[config.mk]
export PLATFORM = sky130hd
export DESIGN_NAME = acq_event_sequencer
export DESIGN_NICKNAME = d
export VERILOG_FILES = /design/src/rtl/acq_event_sequencer.sv
export SDC_FILE = /design/constraint.sdc
export NUM_CORES = 1
export LEC_CHECK = 0
export ABC_AREA = 1
export CAP_MARGIN = 25
export CORE_ASPECT_RATIO = 1.75
export CORE_MARGIN = 8
export CORE_UTILIZATION = 35
export CTS_BUF_LIST = sky130_fd_sc_hd__clkbuf_16
export DETAILED_ROUTE_END_ITERATION = 8
export PLACE_DENSITY = 0.63
export SLEW_MARGIN = 15
export SYNTH_ARGS = -nofsm -noshare
export SYNTH_HDL_FRONTEND = slang
export SYNTH_SLANG_ARGS = --single-unit
[constraint.sdc]
create_clock -name CLK40MHZ -period 3 [get_ports CLK40MHZ]
set_input_delay 0.6 -clock CLK40MHZ [delete_from_list [all_inputs] [get_ports CLK40MHZ]]
set_output_delay 0.6 -clock CLK40MHZ [all_outputs]
set_load 0.01 [all_outputs]
[src/rtl/acq_event_sequencer.sv]
// Acquisition sequencer: counts qualified START/STOP events from N sources,
// optionally waits for gate pulses, enforces a tick-based timeout and reports
// why each run ended. All outputs are registered from next-state values, so
// they line up with the state register.
module acq_event_sequencer #(
  parameter int NUM_EVT_SRC   = 4,
  parameter int CNT_WIDTH     = 8,
  parameter int TIMEOUT_WIDTH = 16
) (
  input  logic                     CLK40MHZ,
  input  logic                     RESET_N,
  input  logic                     START,
  input  logic                     ABORT,
  input  logic [NUM_EVT_SRC-1:0]   EVT_IN,
  input  logic [NUM_EVT_SRC-1:0]   START_MASK,
  input  logic [NUM_EVT_SRC-1:0]   STOP_MASK,
  input  logic [CNT_WIDTH-1:0]     START_NUM,
  input  logic [CNT_WIDTH-1:0]     STOP_NUM,
  input  logic                     START_GATE_EN,
  input  logic                     START_GATE,
  input  logic                     STOP_GATE_EN,
  input  logic                     STOP_GATE,
  input  logic                     TICK,
  input  logic [TIMEOUT_WIDTH-1:0] TIMEOUT,
  input  logic                     MEM_FULL,
  output logic                     WAITING,
  output logic                     ACQUIRING,
  output logic                     DONE,
  output logic [1:0]               END_CAUSE,
  output logic [CNT_WIDTH-1:0]     EVT_REMAIN
);

  typedef enum logic [2:0] {
    S_IDLE  = 3'd0,
    S_GATE  = 3'd1,
    S_WAIT  = 3'd2,
    S_SGATE = 3'd3,
    S_ACQ   = 3'd4
  } state_t;

  localparam logic [1:0] CAUSE_COUNT   = 2'b00;
  localparam logic [1:0] CAUSE_MEMFULL = 2'b01;
  localparam logic [1:0] CAUSE_TIMEOUT = 2'b10;
  localparam logic [1:0] CAUSE_ABORT   = 2'b11;

  localparam logic [CNT_WIDTH-1:0]     CNT_ZERO = {CNT_WIDTH{1'b0}};
  localparam logic [CNT_WIDTH-1:0]     CNT_ONE  = {{(CNT_WIDTH-1){1'b0}}, 1'b1};
  localparam logic [TIMEOUT_WIDTH-1:0] TMO_ZERO = {TIMEOUT_WIDTH{1'b0}};
  localparam logic [TIMEOUT_WIDTH-1:0] TMO_ONE  = {{(TIMEOUT_WIDTH-1){1'b0}}, 1'b1};
  localparam logic [TIMEOUT_WIDTH-1:0] TMO_MAX  = {TIMEOUT_WIDTH{1'b1}};
  localparam logic [NUM_EVT_SRC-1:0]   EVT_ZERO = {NUM_EVT_SRC{1'b0}};
  localparam logic [NUM_EVT_SRC-1:0]   EVT_ONES = {NUM_EVT_SRC{1'b1}};

  state_t                   state_r, state_nxt_s;
  logic [NUM_EVT_SRC-1:0]   evt_q_r, evt_qq_r, evt_rise_s;
  logic                     sev_s, pev_s;
  logic [CNT_WIDTH-1:0]     scnt_r, scnt_nxt_s;
  logic [CNT_WIDTH-1:0]     ecnt_r, ecnt_nxt_s;
  logic [TIMEOUT_WIDTH-1:0] tcnt_r, tcnt_nxt_s, tcnt_inc_s;
  logic                     timeout_hit_s;
  state_t                   adv_state_s;
  logic                     done_s;
  logic [1:0]               cause_s;
  logic                     waiting_s, acquiring_s;
  logic [CNT_WIDTH-1:0]     remain_s;
  logic                     waiting_r, acquiring_r, done_r;
  logic [1:0]               end_cause_r;
  logic [CNT_WIDTH-1:0]     remain_r;

  // Two-stage edge pipeline; all-ones reset suppresses edges from sources high at release
  always_ff @(posedge CLK40MHZ or negedge RESET_N) begin
    if (!RESET_N) begin
      evt_q_r  <= EVT_ONES;
      evt_qq_r <= EVT_ONES;
    end else begin
      evt_q_r  <= EVT_IN;
      evt_qq_r <= evt_q_r;
    end
  end

  // Rising edges merged per side: coincident edges form a single event
  always_comb begin
    evt_rise_s = evt_q_r & ~evt_qq_r;
    sev_s      = |(evt_rise_s & START_MASK);
    pev_s      = |(evt_rise_s & STOP_MASK);
  end

  // Saturating tick count and timeout detection on the post-tick value
  always_comb begin
    if (TICK && (tcnt_r != TMO_MAX)) begin
      tcnt_inc_s = tcnt_r + TMO_ONE;
    end else begin
      tcnt_inc_s = tcnt_r;
    end
    timeout_hit_s = (TIMEOUT != TMO_ZERO) && (tcnt_inc_s >= TIMEOUT);
    adv_state_s   = STOP_GATE_EN ? S_SGATE : S_ACQ;
  end

  // State and counter registers
  always_ff @(posedge CLK40MHZ or negedge RESET_N) begin
    if (!RESET_N) begin
      state_r <= S_IDLE;
      scnt_r  <= CNT_ZERO;
      ecnt_r  <= CNT_ZERO;
      tcnt_r  <= TMO_ZERO;
    end else begin
      state_r <= state_nxt_s;
      scnt_r  <= scnt_nxt_s;
      ecnt_r  <= ecnt_nxt_s;
      tcnt_r  <= tcnt_nxt_s;
    end
  end

  // Next-state and counter update: ABORT > MEM_FULL > timeout > events
  always_comb begin
    state_nxt_s = state_r;
    scnt_nxt_s  = scnt_r;
    ecnt_nxt_s  = ecnt_r;
    tcnt_nxt_s  = tcnt_r;
    done_s      = 1'b0;
    cause_s     = end_cause_r;
    case (state_r)
      S_IDLE: begin
        if (START && !ABORT) begin
          scnt_nxt_s  = START_NUM;
          ecnt_nxt_s  = STOP_NUM;
          tcnt_nxt_s  = TMO_ZERO;
          state_nxt_s = START_GATE_EN ? S_GATE : S_WAIT;
        end else begin
          state_nxt_s = S_IDLE;
        end
      end
      S_GATE, S_WAIT: begin
        tcnt_nxt_s = tcnt_inc_s;
        if (ABORT) begin
          state_nxt_s = S_IDLE;
          done_s      = 1'b1;
          cause_s     = CAUSE_ABORT;
        end else if (timeout_hit_s) begin
          state_nxt_s = S_IDLE;
          done_s      = 1'b1;
          cause_s     = CAUSE_TIMEOUT;
        end else if (state_r == S_GATE) begin
          state_nxt_s = START_GATE ? S_WAIT : S_GATE;
        end else if (START_MASK == EVT_ZERO) begin
          state_nxt_s = adv_state_s;
        end else if (sev_s) begin
          if (scnt_r != CNT_ZERO) begin
            scnt_nxt_s = scnt_r - CNT_ONE;
          end else begin
            state_nxt_s = adv_state_s;
          end
        end else begin
          state_nxt_s = S_WAIT;
        end
      end
      S_SGATE, S_ACQ: begin
        if (ABORT) begin
          state_nxt_s = S_IDLE;
          done_s      = 1'b1;
          cause_s     = CAUSE_ABORT;
        end else if (MEM_FULL) begin
          state_nxt_s = S_IDLE;
          done_s      = 1'b1;
          cause_s     = CAUSE_MEMFULL;
        end else if (state_r == S_SGATE) begin
          state_nxt_s = STOP_GATE ? S_ACQ : S_SGATE;
        end else if ((STOP_MASK == EVT_ZERO) || (pev_s && (ecnt_r == CNT_ZERO))) begin
          state_nxt_s = S_IDLE;
          done_s      = 1'b1;
          cause_s     = CAUSE_COUNT;
        end else if (pev_s) begin
          ecnt_nxt_s = ecnt_r - CNT_ONE;
        end else begin
          state_nxt_s = S_ACQ;
        end
      end
      default: begin
        state_nxt_s = S_IDLE;
      end
    endcase
  end

  // Output decode from the upcoming state so registered outputs track it
  always_comb begin
    waiting_s   = 1'b0;
    acquiring_s = 1'b0;
    remain_s    = scnt_nxt_s;
    case (state_nxt_s)
      S_GATE, S_WAIT: begin
        waiting_s = 1'b1;
      end
      S_SGATE, S_ACQ: begin
        acquiring_s = 1'b1;
        remain_s    = ecnt_nxt_s;
      end
      default: begin
        remain_s = scnt_nxt_s;
      end
    endcase
  end

  // Output registers; END_CAUSE only changes when a run ends
  always_ff @(posedge CLK40MHZ or negedge RESET_N) begin
    if (!RESET_N) begin
      waiting_r   <= 1'b0;
      acquiring_r <= 1'b0;
      done_r      <= 1'b0;
      end_cause_r <= CAUSE_COUNT;
      remain_r    <= CNT_ZERO;
    end else begin
      waiting_r   <= waiting_s;
      acquiring_r <= acquiring_s;
      done_r      <= done_s;
      end_cause_r <= cause_s;
      remain_r    <= remain_s;
    end
  end

  assign WAITING    = waiting_r;
  assign ACQUIRING  = acquiring_r;
  assign DONE       = done_r;
  assign END_CAUSE  = end_cause_r;
  assign EVT_REMAIN = remain_r;

endmodule
==> results of run 1 <==
power by group:
group          total (mW)  internal (mW)  switching (mW)
Clock               0.615          0.318           0.298
Combinational        1.63          0.698           0.928
Sequential           1.13          0.942           0.187
state kept, by name, indices dropped and copies added, names as in the netlist:
signal	cells
ACQUIRING	1
scnt_r	8
evt_qq_r	4
EVT_REMAIN	8
ecnt_r	8
evt_q_r	4
END_CAUSE	2
WAITING	1
state_r	3
DONE	1
tcnt_r	16
cell type report:
type                    instances  share of cell area, %
clock buffers                   5                   2.04
clock inverters                 3                  0.450
inverters                      86                   5.35
multi-input cells             419                   45.2
flip-flops and latches         56                   23.0
well taps                     135                   2.76
repair buffers                147                   21.1
what timing repair did:
action | in CTS | in global routing
pin swaps | 30 | 35
endpoints found under the hold margin | 0 | 0
setup endpoints to repair | 23 | 24
gates resized for setup | 47 | 48
hold buffers | 0 | 0
setup buffers | 6 | 11
worst paths after layout:
| path | from | endpoint | depth (start not counted) |
|---|---|---|---|
| min reg2reg | evt_q_r[1] | evt_qq_r[1] | 0 |
| max in group asynchronous | RESET_N | tcnt_r[2] | 2 |
| max | tcnt_r[1] | scnt_r[4] | 28 |
| min in group CLK40MHZ | evt_q_r[1] | evt_qq_r[1] | 0 |
| min | RESET_N | ecnt_r[6] | 1 |
| max reg2reg | tcnt_r[1] | scnt_r[4] | 28 |
layer usage:
layer	wire [um]	up-vias	GRT usage [%]	share of wire [%]
li1	-	2121	-	-
met1	4480	2021	15.2	34
met2	7380	105	33.0	57
met3	517	39	3.00	4.0
met4	624	0	8.78	4.8
met5	0	-	0	0
cells in the final DEF, fill, tap and decap left out, types with 5 or more instances in the layout:
| cell type | n |
|---|---|
| sky130_fd_sc_hd__a21oi_1 | 8 |
| sky130_fd_sc_hd__a22oi_1 | 16 |
| sky130_fd_sc_hd__buf_4 | 73 |
| sky130_fd_sc_hd__buf_6 | 8 |
| sky130_fd_sc_hd__clkbuf_16 | 5 |
| sky130_fd_sc_hd__clkdlybuf4s50_1 | 65 |
| sky130_fd_sc_hd__dfrtp_1 | 48 |
| sky130_fd_sc_hd__dfstp_2 | 8 |
| sky130_fd_sc_hd__ha_1 | 14 |
| sky130_fd_sc_hd__ha_4 | 6 |
| sky130_fd_sc_hd__inv_1 | 71 |
| sky130_fd_sc_hd__inv_2 | 13 |
| sky130_fd_sc_hd__nand2_1 | 154 |
| sky130_fd_sc_hd__nand2_2 | 24 |
| sky130_fd_sc_hd__nand2_4 | 12 |
| sky130_fd_sc_hd__nand3_1 | 35 |
| sky130_fd_sc_hd__nand3_2 | 10 |
| sky130_fd_sc_hd__nand4_1 | 7 |
| sky130_fd_sc_hd__nor2_1 | 30 |
| sky130_fd_sc_hd__nor2_2 | 9 |
| sky130_fd_sc_hd__nor2_4 | 10 |
| sky130_fd_sc_hd__nor3_1 | 10 |
| sky130_fd_sc_hd__o21ai_0 | 11 |
| sky130_fd_sc_hd__o21ai_1 | 6 |
| sky130_fd_sc_hd__o22ai_1 | 9 |
| sky130_fd_sc_hd__xor2_1 | 7 |
| sky130_fd_sc_hd__xor2_2 | 8 |
per-stage QoR:
step,hold WS [ns],total power [mW],utilization [%]
global placement,0.365,2.56,47.1
finish,0.294,3.37,53.2
global route,0.338,3.64,53.2
CTS,0.314,3.30,50.7
detailed placement,0.366,2.59,47.1
floorplan,0.304,1.96,-
cell families after synthesis:
family          after synthesis  synth area share, %
flops                        56                 34.2
buf+inv                      93                 8.57
simple gates                319                 37.7
xor+xnor                     15                 3.18
compound gates               65                 10.3
fa+ha+maj                    20                 6.06
==> PnR_summary.wiki, run 1 <==
{| class="wikitable"
! Metric !! Value
|-
| Synth cell count leaders || sky130_fd_sc_hd__nand2_1, sky130_fd_sc_hd__inv_1, sky130_fd_sc_hd__dfrtp_1
|-
| Post-route ant nets || 0
|-
| Worst Setup Start Kind || register
|-
| Cell at the root of the clock tree || sky130_fd_sc_hd__clkbuf_16
|-
| Area growth syn-to-layout || 48.3%
|-
| Total Neg Setup Slack || -3.10 ns
|-
| Area contributors post-synth || sky130_fd_sc_hd__dfrtp_1, sky130_fd_sc_hd__nand2_1, sky130_fd_sc_hd__inv_1, sky130_fd_sc_hd__ha_1, sky130_fd_sc_hd__nand3_1
|-
| Area used by multi-input combinational logic || around 2800 um2
|-
| Mean routed wirelength per cell || between 15 and 20 um
|-
| Post-Place Setup Slack || -0.503 ns
|-
| Mean area per synthesized cell || approximately 7.3 um2
|-
| Number of flops mapped to enable cells by yosys || 0
|-
| Cell with the largest stage delay on the worst path || sky130_fd_sc_hd__dfrtp_1
|-
| Post-synthesis async set-or-reset flop share || between 90% and 100%
|-
| Biggest area consumer among synthesized cells || sky130_fd_sc_hd__dfrtp_1
|-
| Maximum Capacitance Violations || 0
|-
| Cell with the most instances after synthesis || sky130_fd_sc_hd__nand2_1
|-
| Crit share post-route || 107%
|-
| Initial antenna violation count || 0
|-
| Worst clock skew on the final layout || about 0.01 ns
|-
| Maximum clock frequency || roughly 0.31 GHz
|-
| Number of synthesized register bits || 56
|-
| Post-synthesis instance area || between 4000 and 5000 um2
|-
| Count of different cell masters after synthesis || 40
|-
| Slew Viols, Final || 0
|-
| Most used DFF post-synth || sky130_fd_sc_hd__dfrtp_1
|-
| Run status || complete, but fails checks
|-
| Worst endpoint data arrival time || 3.40 ns
|-
| Max incr delay on CP || roughly 0.42 ns
|-
| Antenna cell count || 0
|-
| Clock-pin transition on the worst setup and hold timing paths || around 0.08 ns
|-
| Crit path top cell by count || sky130_fd_sc_hd__nand2_2
|-
| Flop-to-flop setup slack || -0.20 ns
|-
| Unrepaired setup endpoints after global routing || true
|-
| Floorplan core area || roughly 12,000 um2
|-
| Kind of critical path || reg2reg
|-
| Drt first pass iters || 4
|-
| Final critical path time including I/O delays and setup || between 3 and 4 ns
|-
| Share of post-route cells with drive strength above 1 || a little under a third
|-
| Clock latency reported for the late side of the worst-skew pair || ~0.30 ns
|-
| Global-route wire length before repair || around 21,000 um
|-
| Dpl cells || about 830
|-
| Total via count after detailed routing || roughly 4,300
|-
| Final setup violation count || 23
|-
| LEAKAGE || 3.00 nW
|-
| Clock buffer depth || 2
|-
| Top cell type's share of synthesized area || 29.1%
|-
| Effective utilization at floorplan || 35.9%
|-
| Width of the chip || 98.1 um
|-
| Port bufs || 66
|-
| Worst slew margin relative to its limit || approximately 53%
|-
| Violation count after the first detailed-route iteration || 234
|-
| # DRC || 0
|-
| Slew @ Worst Pin || ~0.70 ns
|-
| Boundary Pins || 67
|-
| Placed wire-length estimate || around 10,000 um
|-
| Total wire length after detailed routing || 13,000 um
|-
| Via count of the first global-routing pass || approximately 4,500
|-
| Syn Nets || 642
|-
| Largest vdd supply drop || 0.374 mV
|-
| Failing checks || negative setup slack
|-
| Capturing element type of the critical path || register
|-
| Overflow left after global routing || 0
|-
| Fraction of the yosys area taken by sequential cells || approximately 34%
|-
| Clock tree from TritonCTS || built
|-
| Vertical die dimension || about 160 um
|-
| Data required time of the critical path || 3.20 ns
|-
| Filler cells || between 1,000 and 1,500
|-
| Largest net degree at the start of global routing || 27
|-
| Class of the most critical hold timing path || in2async
|-
| Instance area at placement || 5430 um2
|-
| TritonCTS Buffers || 5
|-
| CTS Sinks || 56
|-
| Synthesized netlist cell count || about 570
|-
| Buffers & Inverters on Critical Path || 5
|-
| Area of the die || approximately 16,000 um2
|-
| Final weighted congestion in routability-driven placement || 0.934
|-
| Total power divided by cell area || ~550 nW/um2
|-
| Post-layout instance count excluding filler cells || between 800 and 900
|-
| Count of warnings emitted by yosys || 0
|-
| Final Cell Area || 6120 um2
|-
| Crit path max fanout || 4
|-
| Area taken by flip-flops and latches || about 1400 um2
|-
| Cell row count || 52
|-
| Via density || 5.04
|-
| Total count of hold-check failures in the final report || 0
|-
| H-tree levels || 2
|-
| Critical path's top delay family || simple AND/OR/NAND/NOR gates
|-
| Final worst slack || -0.204 ns
|-
| Net count reported at finish || roughly 790
|-
| Global-route total usage across every layer || ~17%
|}
Power figures use the tool's default switching activity.
==> inputs of run 2 (changes only) <==
Settings changed: CORE_ASPECT_RATIO 1.75 to 0.8, GPL_TIMING_DRIVEN set to 0, HOLD_SLACK_MARGIN set to 0.06.
==> PnR_summary.wiki, run 2 (synthesis gave the netlist of run 1 again) <==
{| class="wikitable"
! Metric !! Value
|-
| Run status || complete, but fails checks
|-
| Failing checks || negative setup slack
|-
| Area taken by flip-flops and latches || 1410 um2
|-
| Floorplan core area || approximately 12,000 um2
|-
| Maximum Capacitance Violations || 0
|-
| Gate power share || 45.9%
|-
| Boundary Pins || 67
|-
| Via count of the first global-routing pass || just over 4,000
|-
| Share of post-route cells with drive strength above 1 || 21.9%
|-
| P_int || approximately 1.8 mW
|-
| Slew Viols, Final || 0
|-
| Crit share post-route || 111%
|-
| Dpl cells || 781
|-
| Via density || about 5
|-
| Switching portion of total power || about two fifths
|-
| Slew @ Worst Pin || between 0.7 and 0.8 ns
|-
| Post-route ant nets || 0
|-
| Cell row count || 35
|-
| Largest net degree at the start of global routing || 57
|-
| Post-Place Setup Slack || -0.875 ns
|-
| Global-route total usage across every layer || between 10% and 20%
|-
| Crit path top cell by count || sky130_fd_sc_hd__nand2_4
|-
| Maximum clock frequency || 0.301 GHz
|-
| Port bufs || 65
|-
| Hold bufs inserted after CTS || 0
|-
| Cell at the root of the clock tree || sky130_fd_sc_hd__clkbuf_16
|-
| Clock-pin transition on the worst setup and hold timing paths || 0.07 ns
|-
| Clock latency reported for the late side of the worst-skew pair || 0.29 ns
|-
| Area of the die || 15,600 um2
|-
| Max FFs per register || 16
|-
| Fraction of power consumed by sequential logic || a little over a third
|-
| Most common cell after layout, fill and taps aside || sky130_fd_sc_hd__nand2_1
|-
| Net count reported at finish || between 700 and 800
|-
| Initial antenna violation count || 0
|-
| Capturing element type of the critical path || register
|-
| Total power divided by cell area || 557 nW/um2
|-
| Data required time of the critical path || 3.19 ns
|-
| Area growth syn-to-layout || 35.8%
|-
| Sum of internal, switching and leakage power || approximately 3.1 mW
|-
| Worst slew margin relative to its limit || between 50% and 60%
|-
| H-tree levels || 2
|-
| Max incr delay on CP || around 0.4 ns
|-
| Width of the chip || ~140 um
|-
| NetSw || about 1.3 mW
|-
| Post-layout instance count excluding filler cells || about 810
|-
| Effective utilization at floorplan || between 30% and 40%
|-
| Drt first pass iters || 6
|-
| Placed wire-length estimate || around 9000 um
|-
| Violation count after the first detailed-route iteration || slightly below 300
|-
| # DRC || 0
|-
| Antenna cell count || 0
|-
| Total via count after detailed routing || roughly 4,000
|-
| Worst endpoint data arrival time || around 3.5 ns
|-
| Filler cells || 1,125
|-
| Global-route wire length before repair || slightly below 20,000 um
|-
| CTS Sinks || 56
|-
| Largest register by flop count || tcnt_r
|-
| Cell with the largest stage delay on the worst path || sky130_fd_sc_hd__dfrtp_1
|-
| Mean routed wirelength per cell || 14.5 um
|-
| TritonCTS Buffers || 5
|-
| Cell breakdown of the critical path || ha_2, nand3_4, nor3_2, nand3_1, nand2_2, inv_4, nand2_4, nor2_4, nand2_4, nor2_4, xor2_1, ha_1, a21oi_1, o21ai_1, nor2_2, nand2_4, a21oi_4, buf_6, nand3_1, nand3_2, nand2_2, nand2_1, nand2_1
|-
| Overflow left after global routing || 0
|-
| Total count of hold-check failures in the final report || 0
|-
| Class of the most critical hold timing path || in2async
|-
| Largest vdd supply drop || 0.288 mV
|-
| Unrepaired setup endpoints after global routing || true
|-
| Worst Setup Start Kind || register
|-
| Instance area at placement || around 5000 um2
|-
| Kind of critical path || reg2reg
|-
| Finished Core Util || 48.7%
|-
| Top library cells by usage in the layout, fill and taps aside || sky130_fd_sc_hd__nand2_1, sky130_fd_sc_hd__inv_1, sky130_fd_sc_hd__clkdlybuf4s50_1
|-
| Final critical path time including I/O delays and setup || 3.33 ns
|-
| Buffers & Inverters on Critical Path || 2
|-
| Worst clock skew on the final layout || roughly 0.0037 ns
|-
| Final Cell Area || 5610 um2
|-
| Final setup violation count || 22
|-
| Clock buffer depth || 2
|-
| Total wire length after detailed routing || 11,800 um
|-
| Fraction of power consumed by the clock network || between 10% and 20%
|-
| Final worst slack || -0.326 ns
|-
| Critical path's top delay family || simple AND/OR/NAND/NOR gates
|-
| Crit path max fanout || 5
|-
| Area used by multi-input combinational logic || ~2700 um2
|-
| LEAKAGE || 2.74 nW
|-
| Vertical die dimension || approximately 110 um
|-
| Final weighted congestion in routability-driven placement || slightly below 0.9
|-
| Clock tree from TritonCTS || built
|}
## run 2: cell types whose count changed in the layout (fill, tap and decap cells not counted), sizes merged
| cell | change |
|---|---|
| inv | +1 |
| clkbuf | +3 |
| buf | -55 |
| clkinvlp | -1 |
| clkdlybuf4s50 | -1 |
## run 2: area by class of cell
type	instances	area share, %
Multi-Input combinational cell	419	47.9
Sequential cell	56	25.2
Timing Repair Buffer	87	14.7
Inverter	86	5.89
Tap cell	148	3.30
Clock buffer	5	2.23
Buffer	7	0.558
Clock inverter	3	0.290
## run 2: metal layers
metal,wire length (um),up-vias,share of wire [%],GRT usage [%]
met2,5500,106,47,23.7
li1,-,2021,-,-
met3,547,8,4.6,3.14
met5,0,-,0,0
met4,82,0,0.70,2.89
met1,5670,1923,48,21.2
## run 2: stage by stage
step	hold slack (ns)	setup TNS (ns)
final	0.350	-4.75
after global routing	0.382	-9.17
after CTS	0.378	-3.33
after detailed placement	0.367	-17.05
after global placement	0.365	-41.26
after floorplan	0.304	0
## run 2: worst paths after layout
check	from	endpoint	slack, ns	depth (start not counted)
max	tcnt_r[1]	EVT_REMAIN[5]	-0.33	23
min	RESET_N	scnt_r[3]	0.35	1
max reg2reg	tcnt_r[1]	EVT_REMAIN[5]	-0.33	23
min reg2reg	evt_q_r[2]	evt_qq_r[2]	0.38	0
max in group asynchronous	RESET_N	tcnt_r[12]	2.14	1
min in group CLK40MHZ	evt_q_r[2]	evt_qq_r[2]	0.38	0
## run 2: timing repair
item,CTS,global route
endpoints found under the setup margin,24,24
pin swaps,27,21
setup buffers,18,4
resized for setup,36,38
## run 2: power groups by stage
stage	registers, mW	clock network [mW]	logic (mW)
5_1_grt	1.14	0.615	1.62
3_3_place_gp	1.12	0	1.29
3_5_place_dp	1.12	0	1.33
4_1_cts	1.11	0.590	1.39
2_1_floorplan	1.12	0	0.837
6_report	1.11	0.579	1.43
==> inputs of run 3 (changes only) <==
Settings changed: SLEW_MARGIN 15 to 40.
==> PnR_summary.wiki, run 3 (synthesis gave the netlist of run 1 again) <==
{| class="wikitable"
! Metric !! Value
|-
| Clock latency reported for the late side of the worst-skew pair || roughly 0.30 ns
|-
| Final Cell Area || approximately 5600 um2
|-
| Initial antenna violation count || 0
|-
| Net count reported at finish || ~740
|-
| Floorplan core area || between 10,000 and 15,000 um2
|-
| Largest vdd supply drop || about 0.29 mV
|-
| Switching portion of total power || slightly above 40%
|-
| Filler cells || 1,122
|-
| Post-route ant nets || 0
|-
| Maximum clock frequency || 0.302 GHz
|-
| Largest register by flop count || tcnt_r
|-
| Cell at the root of the clock tree || sky130_fd_sc_hd__clkbuf_16
|-
| Cell row count || 35
|-
| Share of post-route cells with drive strength above 1 || 21.2%
|-
| CTS Sinks || 56
|-
| Final setup violation count || 22
|-
| Fraction of power consumed by sequential logic || 35.3%
|-
| Kind of critical path || reg2reg
|-
| Total power divided by cell area || 566 nW/um2
|-
| Worst clock skew on the final layout || between 0.007 and 0.008 ns
|-
| Drt first pass iters || 4
|-
| H-tree levels || 2
|-
| Crit share post-route || 111%
|-
| Total count of hold-check failures in the final report || 0
|-
| Capturing element type of the critical path || register
|-
| Via count of the first global-routing pass || approximately 4,200
|-
| Clock-pin transition on the worst setup and hold timing paths || 0.07 ns
|-
| Total wire length after detailed routing || 11,700 um
|-
| Max FFs per register || 16
|-
| Most common cell after layout, fill and taps aside || sky130_fd_sc_hd__nand2_1
|-
| LEAKAGE || between 2 and 3 nW
|-
| Instance area at placement || about 5000 um2
|-
| NetSw || 1.30 mW
|-
| # DRC || 0
|-
| Cell with the largest stage delay on the worst path || sky130_fd_sc_hd__dfrtp_1
|-
| Gate power share || a little under half
|-
| Final weighted congestion in routability-driven placement || a little under 0.9
|-
| Area taken by flip-flops and latches || between 1000 and 1500 um2
|-
| Unrepaired setup endpoints after global routing || true
|-
| Slew Viols, Final || 0
|-
| Class of the most critical hold timing path || in2async
|-
| Crit path top cell by count || sky130_fd_sc_hd__nand2_4
|-
| Global-route wire length before repair || slightly below 20,000 um
|-
| Total Neg Setup Slack || -4.37 ns
|-
| Total via count after detailed routing || roughly 4,000
|-
| P_int || 1.86 mW
|-
| Effective utilization at floorplan || 35.9%
|-
| Final worst slack || -0.316 ns
|-
| Post-Place Setup Slack || -0.870 ns
|-
| Clock tree from TritonCTS || built
|-
| Flop-to-flop setup slack || -0.32 ns
|-
| TritonCTS Buffers || 5
|-
| Mean routed wirelength per cell || approximately 14 um
|-
| Port bufs || 65
|-
| Global-route total usage across every layer || roughly 15%
|-
| Area growth syn-to-layout || 35.4%
|-
| Final critical path time including I/O delays and setup || 3.32 ns
|-
| Worst slew margin relative to its limit || between 50% and 60%
|-
| Clock buffer depth || 2
|-
| Width of the chip || 137 um
|-
| Overflow left after global routing || 0
|-
| Boundary Pins || 67
|-
| Top library cells by usage in the layout, fill and taps aside || sky130_fd_sc_hd__nand2_1, sky130_fd_sc_hd__inv_1, sky130_fd_sc_hd__clkdlybuf4s50_1
|-
| Via density || 4.97
|-
| Placed wire-length estimate || ~9000 um
|-
| Max incr delay on CP || approximately 0.42 ns
|-
| Register-to-Register Path Depth || 24
|-
| Maximum Capacitance Violations || 0
|-
| Slew @ Worst Pin || between 0.7 and 0.8 ns
|-
| Crit path max fanout || 9
|-
| Area of the die || ~16,000 um2
|-
| Vertical die dimension || 113 um
|-
| Worst endpoint data arrival time || between 3 and 4 ns
|-
| Run status || complete, but fails checks
|-
| Data required time of the critical path || ~3.2 ns
|-
| Worst Setup Start Kind || register
|-
| Violation count after the first detailed-route iteration || 280
|-
| Fraction of power consumed by the clock network || a little under a fifth
|-
| Cell breakdown of the critical path || ha_4, nand3_4, nor3_2, nand3_1, nand2_2, inv_4, nand2_4, nor2_4, nand2_2, nor2_2, xor2_1, ha_1, a21oi_1, o21ai_1, nor2_2, nand2_4, a21oi_4, buf_12, nand3_4, nand2_4, nand2_4, nand2_8, nand2_1, nand2_1
|-
| Failing checks || negative setup slack
|-
| Largest net degree at the start of global routing || 39
|-
| Area used by multi-input combinational logic || around 2600 um2
|-
| Antenna cell count || 0
|}
## run 3: cell type report
| cell class | count | share of cell area, % |
|---|---|---|
| buffer | 7 | 0.559 |
| clock buffer | 5 | 2.24 |
| clock inverter | 3 | 0.291 |
| inverter | 86 | 5.86 |
| multi-input combinational | 419 | 47.2 |
| sequential | 56 | 25.3 |
| tap | 148 | 3.31 |
| timing repair buffer | 88 | 15.3 |
## run 3: final timing paths
kind                                 start       endpoint
min in group CLK40MHZ           evt_q_r[2]    evt_qq_r[2]
worst max register to register   tcnt_r[1]  EVT_REMAIN[4]
worst max-delay path             tcnt_r[1]  EVT_REMAIN[4]
worst min-delay path               RESET_N      scnt_r[3]
worst min register to register  evt_q_r[2]    evt_qq_r[2]
max in group asynchronous          RESET_N     evt_q_r[1]
## run 3: power groups by stage
stage / combinational, mW / clock [mW] / sequential (mW)
finish: 1.47 / 0.576 / 1.12
global route: 1.66 / 0.616 / 1.14
CTS: 1.40 / 0.591 / 1.11
detailed placement: 1.33 / 0 / 1.12
global placement: 1.29 / 0 / 1.12
floorplan: 0.837 / 0 / 1.12
## run 3: stage by stage
step	instances	utilization, %	total power [mW]	hold WS [ns]
global route	812	48.6	3.42	0.197
CTS	805	46.6	3.10	0.188
finish	812	48.6	3.16	0.187
floorplan	568	-	1.96	0.304
global placement	781	43.2	2.41	0.365
detailed placement	782	43.4	2.45	0.367
## run 3: critical path: cells and delay by family (launching register included)
| family | cells | cell delay [ns] |
|---|---|---|
| compound gates | 3 | 0.44 |
| xor+xnor | 1 | 0.21 |
| fa+ha+maj | 2 | 0.48 |
| buf+inv | 2 | 0.23 |
| flops | 1 | 0.42 |
| simple gates | 16 | 1.46 |
## run 3: repair_timing
action | in CTS | in global routing
resized for setup | 27 | 37
setup buffers | 15 | 7
pin swaps | 18 | 19
endpoints found under the hold margin | 0 | 0
hold buffers | 0 | 0
endpoints found under the setup margin | 24 | 24
## run 3: routing by layer
metal	global-route usage [%]	part of all wire (%)	up-vias	routed length (um)
li1	-	-	2022	-
met1	21.0	48	1894	5610
met2	23.9	46	106	5390
met3	3.59	5.0	12	587
met4	3.83	1.1	0	133
met5	0	0	-	0
